`config.mk`:
```
export PLATFORM = sky130hd
export DESIGN_NAME = unidad_control_segmentada
export DESIGN_NICKNAME = d
export VERILOG_FILES = /design/src/rtl/unidad_control_segmentada.sv
export SDC_FILE = /design/constraint.sdc
export NUM_CORES = 1
export LEC_CHECK = 0
export CAP_MARGIN = 20
export CORE_MARGIN = 3
export CORE_UTILIZATION = 46
export CTS_BUF_LIST = sky130_fd_sc_hd__clkbuf_16
export DETAILED_ROUTE_END_ITERATION = 7
export PLACE_DENSITY = 0.79
export RECOVER_POWER = 100
export SETUP_SLACK_MARGIN = 0.4
export SYNTH_ARGS = -nofsm -noshare
export SYNTH_HDL_FRONTEND = slang
export SYNTH_SLANG_ARGS = --single-unit
```
`constraint.sdc`:
```
create_clock -name CLK -period 3.3 [get_ports CLK]
set_input_delay 0.66 -clock CLK [delete_from_list [all_inputs] [get_ports CLK]]
set_output_delay 0.66 -clock CLK [all_outputs]
set_load 0.1 [all_outputs]
```
`src/rtl/unidad_control_segmentada.sv`:
```
// rtl/unidad_control_segmentada.sv - pipelined MIPS control unit with load-use stall, flush and illegal-opcode count
// Decodes in ID and carries WB/M/EX bundles through ID/EX, EX/MEM and MEM/WB.
module unidad_control_segmentada #(
  parameter int REGW   = 5,
  parameter int CNTW   = 8,
  parameter int ALUOPW = 3
) (
  input  logic              CLK,
  input  logic              RST,
  input  logic [31:0]       IN,
  input  logic              EN,
  input  logic              FLUSH,
  output logic [ALUOPW+1:0] EX_EX,
  output logic [3:0]        M_MEM,
  output logic [1:0]        WB_WB,
  output logic              JUMP_ID,
  output logic              STALL,
  output logic              ILLEGAL,
  output logic [CNTW-1:0]   ILL_CNT
);

  localparam logic [5:0] OP_RTYPE = 6'b000000;
  localparam logic [5:0] OP_LW    = 6'b100011;
  localparam logic [5:0] OP_SW    = 6'b101011;
  localparam logic [5:0] OP_BEQ   = 6'b000100;
  localparam logic [5:0] OP_ADDI  = 6'b001000;
  localparam logic [5:0] OP_SLTI  = 6'b001010;
  localparam logic [5:0] OP_ANDI  = 6'b001100;
  localparam logic [5:0] OP_ORI   = 6'b001101;
  localparam logic [5:0] OP_J     = 6'b000010;

  logic [5:0]        opcode;
  logic [REGW-1:0]   rs_id;
  logic [REGW-1:0]   rt_id;
  logic [1:0]        wb_id;
  logic [3:0]        m_id;
  logic [ALUOPW+1:0] ex_id;
  logic              ill_id;
  logic              use_rs;
  logic              use_rt;
  logic              is_nop;

  logic [1:0]        idex_wb;
  logic [3:0]        idex_m;
  logic [ALUOPW+1:0] idex_ex;
  logic              idex_ill;
  logic [REGW-1:0]   rt_ex;
  logic [1:0]        exmem_wb;
  logic [3:0]        exmem_m;
  logic [1:0]        memwb_wb;
  logic [CNTW-1:0]   ill_cnt;
  logic              stall;

  assign opcode = IN[31:26];
  assign rs_id  = IN[21 +: REGW];
  assign rt_id  = IN[16 +: REGW];
  assign is_nop = (IN == 32'd0);

  // ex_id = {ALUSrc, ALUOp, RegDst}; m_id = {Jump, MemWrite, MemRead, Branch}; wb_id = {MemToReg, RegWrite}
  always_comb begin
    wb_id  = '0;
    m_id   = '0;
    ex_id  = '0;
    ill_id = 1'b0;
    use_rt = 1'b0;
    case (opcode)
      OP_RTYPE: begin
        if (!is_nop) begin
          wb_id  = 2'b01;
          ex_id  = {1'b0, ALUOPW'(3'b010), 1'b1};
          use_rt = 1'b1;
        end
      end
      OP_LW: begin
        wb_id = 2'b11;
        m_id  = 4'b0010;
        ex_id = {1'b1, ALUOPW'(3'b000), 1'b0};
      end
      OP_SW: begin
        m_id   = 4'b0100;
        ex_id  = {1'b1, ALUOPW'(3'b000), 1'b0};
        use_rt = 1'b1;
      end
      OP_BEQ: begin
        m_id   = 4'b0001;
        ex_id  = {1'b0, ALUOPW'(3'b001), 1'b0};
        use_rt = 1'b1;
      end
      OP_ADDI: begin
        wb_id = 2'b01;
        ex_id = {1'b1, ALUOPW'(3'b000), 1'b0};
      end
      OP_SLTI: begin
        wb_id = 2'b01;
        ex_id = {1'b1, ALUOPW'(3'b011), 1'b0};
      end
      OP_ANDI: begin
        wb_id = 2'b01;
        ex_id = {1'b1, ALUOPW'(3'b100), 1'b0};
      end
      OP_ORI: begin
        wb_id = 2'b01;
        ex_id = {1'b1, ALUOPW'(3'b101), 1'b0};
      end
      OP_J: begin
        m_id = 4'b1000;
      end
      default: begin
        ill_id = 1'b1;
      end
    endcase
    use_rs = !is_nop && (opcode != OP_J);
  end

  // A load in EX whose destination feeds the ID instruction must be separated by one bubble.
  assign stall = idex_m[1] && (rt_ex != '0) &&
                 ((use_rs && (rt_ex == rs_id)) || (use_rt && (rt_ex == rt_id)));

  always_ff @(posedge CLK or posedge RST) begin
    if (RST) begin
      idex_wb  <= '0;
      idex_m   <= '0;
      idex_ex  <= '0;
      idex_ill <= 1'b0;
      rt_ex    <= '0;
      exmem_wb <= '0;
      exmem_m  <= '0;
      memwb_wb <= '0;
      ill_cnt  <= '0;
    end else if (EN) begin
      memwb_wb <= exmem_wb;
      if (FLUSH) begin
        idex_wb  <= '0;
        idex_m   <= '0;
        idex_ex  <= '0;
        idex_ill <= 1'b0;
        rt_ex    <= '0;
        exmem_wb <= '0;
        exmem_m  <= '0;
      end else begin
        exmem_wb <= idex_wb;
        exmem_m  <= idex_m;
        if (stall) begin
          idex_wb  <= '0;
          idex_m   <= '0;
          idex_ex  <= '0;
          idex_ill <= 1'b0;
          rt_ex    <= '0;
        end else begin
          idex_wb  <= wb_id;
          idex_m   <= m_id;
          idex_ex  <= ex_id;
          idex_ill <= ill_id;
          rt_ex    <= rt_id;
          if (ill_id && (ill_cnt != {CNTW{1'b1}})) begin
            ill_cnt <= ill_cnt + {{(CNTW-1){1'b0}}, 1'b1};
          end
        end
      end
    end
  end

  assign EX_EX   = idex_ex;
  assign M_MEM   = exmem_m;
  assign WB_WB   = memwb_wb;
  assign ILLEGAL = idex_ill;
  assign ILL_CNT = ill_cnt;
  assign STALL   = stall;
  assign JUMP_ID = m_id[3] && !stall;

endmodule

```
==> results.py <==
metrics = {
    "yosys": {
        "yosysTopAreaCell": "dfrtp_1",
        "ys_warn_count": 0,
        "synthCells": 187,
        "synth_top_area_share": 0.450,
        "yosysMostFrequentCell": "dfrtp_1",
        "yosys_most_used_dff": "dfrtp_1",
        "yosys-top-cells-area": "dfrtp_1 (45%), nand3_1 (4.6%), xnor2_1 (4.3%)",
        "seq_area_frac_synth": 0.450,
        "ys_async_sr_fraction": 1.00,
        "ys_types": 39,
        "synth_common_cells": "dfrtp_1 (33), nand3_1 (17), inv_1 (13), nor2_1 (10), xnor2_1 (9)",
        "netlist_area_um2": 1840,
        "synth_edf_count": 0,
        "syn-num-nets": 224,
        "avgSynthCellArea_um2": 9.82,
        "synth_seq_cells": 33,
    },
    "sta": {
        "layout_setup_ws_ps": -106,
        "finalSetupViolations": 1,
        "final.setup.tns_ps": -106,
        "tightest_slew_ps": 1750,
        "relSlewSlack": -0.166,
        "clock_skew_ps": 2.35,
        "grt_setup_unrepaired": "true",
        "timing.fmax_ghz": 0.294,
        "final.min_clock_period_ps": 3410,
        "drv_slew": 34,
        "hold_viol_final": 0,
        "fin_crit_sh": 1.03,
    },
    "worst_setup_path": {
        "endpoint": "STALL",
        "r2r_end": "EX_EX[1]",
        "critPathLaunchType": "input port",
        "reg2reg_depth": 10,
        "reg2reg_from": "rt_ex[3]",
        "setup.worst_path.end_class": "output port",
        "path_class": "in2out",
        "startpoint": "IN[29]",
        "ff2ff_setup_slack_ps": 490,
        "cp_data_arrival_time_ps": 2750,
        "crit_required_ps": 2640,
        "crit_fanout": 2,
    },
    "place": {
        "placement.io_buffers": 57,
        "gp_congestion": 0.809,
        "pre_cts_slack_ps": -495,
        "dp_hpwl_um": 3690,
    },
    "run_status": {
        "violations": "max-capacitance violations, max-slew violations, negative setup slack",
        "status": "finished with violations",
    },
    "final_layout": {
        "drive_gt1_frac": 0.240,
        "layout-area-overhead-vs-synth_pct": 47.9,
        "layout.nets": 303,
        "antennaDiodeCount": 0,
    },
    "cts": {
        "htreeDepth": 2,
        "cts-root-buf": "clkbuf_16",
        "cts_tree": "done",
        "cts_num_sinks": 33,
        "cts_buffers": 5,
        "clockBufferDepth": 2,
        "path_clk_slew_ps": 50,
        "insertion_delay_ps": 270,
        "cts_hold_buf": 0,
    },
    "min_path": {
        "min_path_type": "reg2reg",
    },
    "drt": {
        "drt-total-wl_um": 5270,
        "num_vias": 1737,
        "via_per_inst": 5.51,
        "drc": 0,
        "dr.first_iter.drc_count": 120,
        "drt-pass1-iter-count": 4,
        "ant_nets": 0,
        "post_drt_wl_per_cell_um": 16.7,
    },
    "floorplanning": {
        "io_pins": 58,
        "dieArea_um2": 4780,
        "dieWidth_um": 69.2,
        "rows": 22,
        "die-height_um": 69.2,
        "initial_core_util": 0.490,
        "core-area_um2": 3740,
    },
    "power_and_ir_drop": {
        "totalPowerFinal_mw": 1.54,
        "p_leak_nw": 1.17,
        "vdd_drop_max_uv": 394,
        "power_density_nw_per_um2": 566,
    },
    "global_route": {
        "gr-total-overflow": 0,
        "grt_usage": 0.211,
        "grt_max_degree": 34,
        "grt_pass1_vias": 1682,
        "grt_antenna_before_repair": 0,
        "grt_pass1_wl_um": 8160,
    },
    "job": {
        "drv_cap": 1,
    },
}
-- repair_timing --
action | in CTS | in global routing
pin swaps | 5 | 17
buffers inserted | 0 | 1
endpoints found under the setup margin | 27 | 3
resized for setup | 15 | 38
-- layer usage --
layer | global-route usage | part of all wire | vias up
met2 | 0.337 | 0.52 | 49
met4 | 0.0586 | 0.012 | 0
li1 | - | - | 840
met5 | 0 | 0 | -
met1 | 0.294 | 0.42 | 840
met3 | 0.0377 | 0.046 | 8
-- per-stage QoR --
step           instance area, um2   util  hold WS [ps]  instances
2_1_floorplan                1860      -           454        187
3_3_place_gp                 2570  0.687           466        306
3_5_place_dp                 2570  0.687           474        306
4_1_cts                      2710  0.723           492        314
5_1_grt                      2720  0.725           507        315
6_report                     2720  0.725           482        315
-- power by group --
part | leakage, nW | internal (mW) | total, mW | switching (mW)
combinational | 0.657 | 0.160 | 0.586 | 0.427
clock | 0.0696 | 0.276 | 0.440 | 0.164
sequential | 0.440 | 0.453 | 0.511 | 0.0586
total | 1.17 | 0.888 | 1.54 | 0.649
-- how the worst min path moves through the flow --
stage	depth (start not counted)	startpoint	endpoint
6_report	1	ILL_CNT[4]	ILL_CNT[4]
3_3_place_gp	2	idex_wb[0]	idex_wb[0]
4_1_cts	2	idex_wb[0]	idex_wb[0]
3_5_place_dp	2	idex_wb[0]	idex_wb[0]
5_1_grt	1	idex_m[2]	M_MEM[2]
2_1_floorplan	2	idex_wb[0]	idex_wb[0]
-- worst max-delay path, cell delays in order --
cell and delay [ps]:
buf_6 90, or4_4 520, or4_4 550, o2bb2a_4 230, or3_4 330, a31oi_4 160
buf_12 190
-- logic make-up (layout without fill, tap and decap cells) --
| group | after synthesis | count (layout) | share of synthesized area |
|---|---|---|---|
| multiplexers | 4 | 4 | 0.0245 |
| flip-flops | 33 | 33 | 0.450 |
| buffers and inverters | 21 | 101 | 0.0573 |
| AND/OR/NAND/NOR | 72 | 72 | 0.223 |
| adder cells (fa/ha/maj) | 1 | 1 | 0.00682 |
| XOR/XNOR | 16 | 16 | 0.0763 |
| AO/OA/AOI/OAI | 40 | 40 | 0.162 |
-- cell type report --
class,count,area (um2)
Clock inverter,3,17.5
Multi-Input combinational cell,133,1020
Tap cell,48,60.1
Fill cell,297,1030
Timing Repair Buffer,80,613
Sequential cell,33,826
Clock buffer,5,125
Inverter,13,48.8
-- registers in the layout (all words and copies together), names as in the netlist --
signal    flops
ILLEGAL       1
idex_wb       2
exmem_wb      2
M_MEM         4
idex_m        4
EX_EX         5
WB_WB         2
ILL_CNT       8
rt_ex         5
-- cells in the final DEF, fill, tap and decap left out, types with 3 or more instances in the layout --
cell / instances
a21oi_1: 6
a22o_1: 7
and3_1: 5
buf_4: 16
buf_6: 4
clkbuf_1: 22
clkbuf_16: 5
clkbuf_2: 3
clkdlybuf4s50_1: 29
dfrtp_1: 33
inv_1: 13
nand2_1: 5
nand2b_1: 4
nand3_1: 11
nand3_2: 5
nor2_1: 9
nor3_1: 8
nor4_1: 8
o21ai_1: 6
o21ai_2: 5
xnor2_1: 7
xor2_1: 7
(Power assumes the default switching activity.)
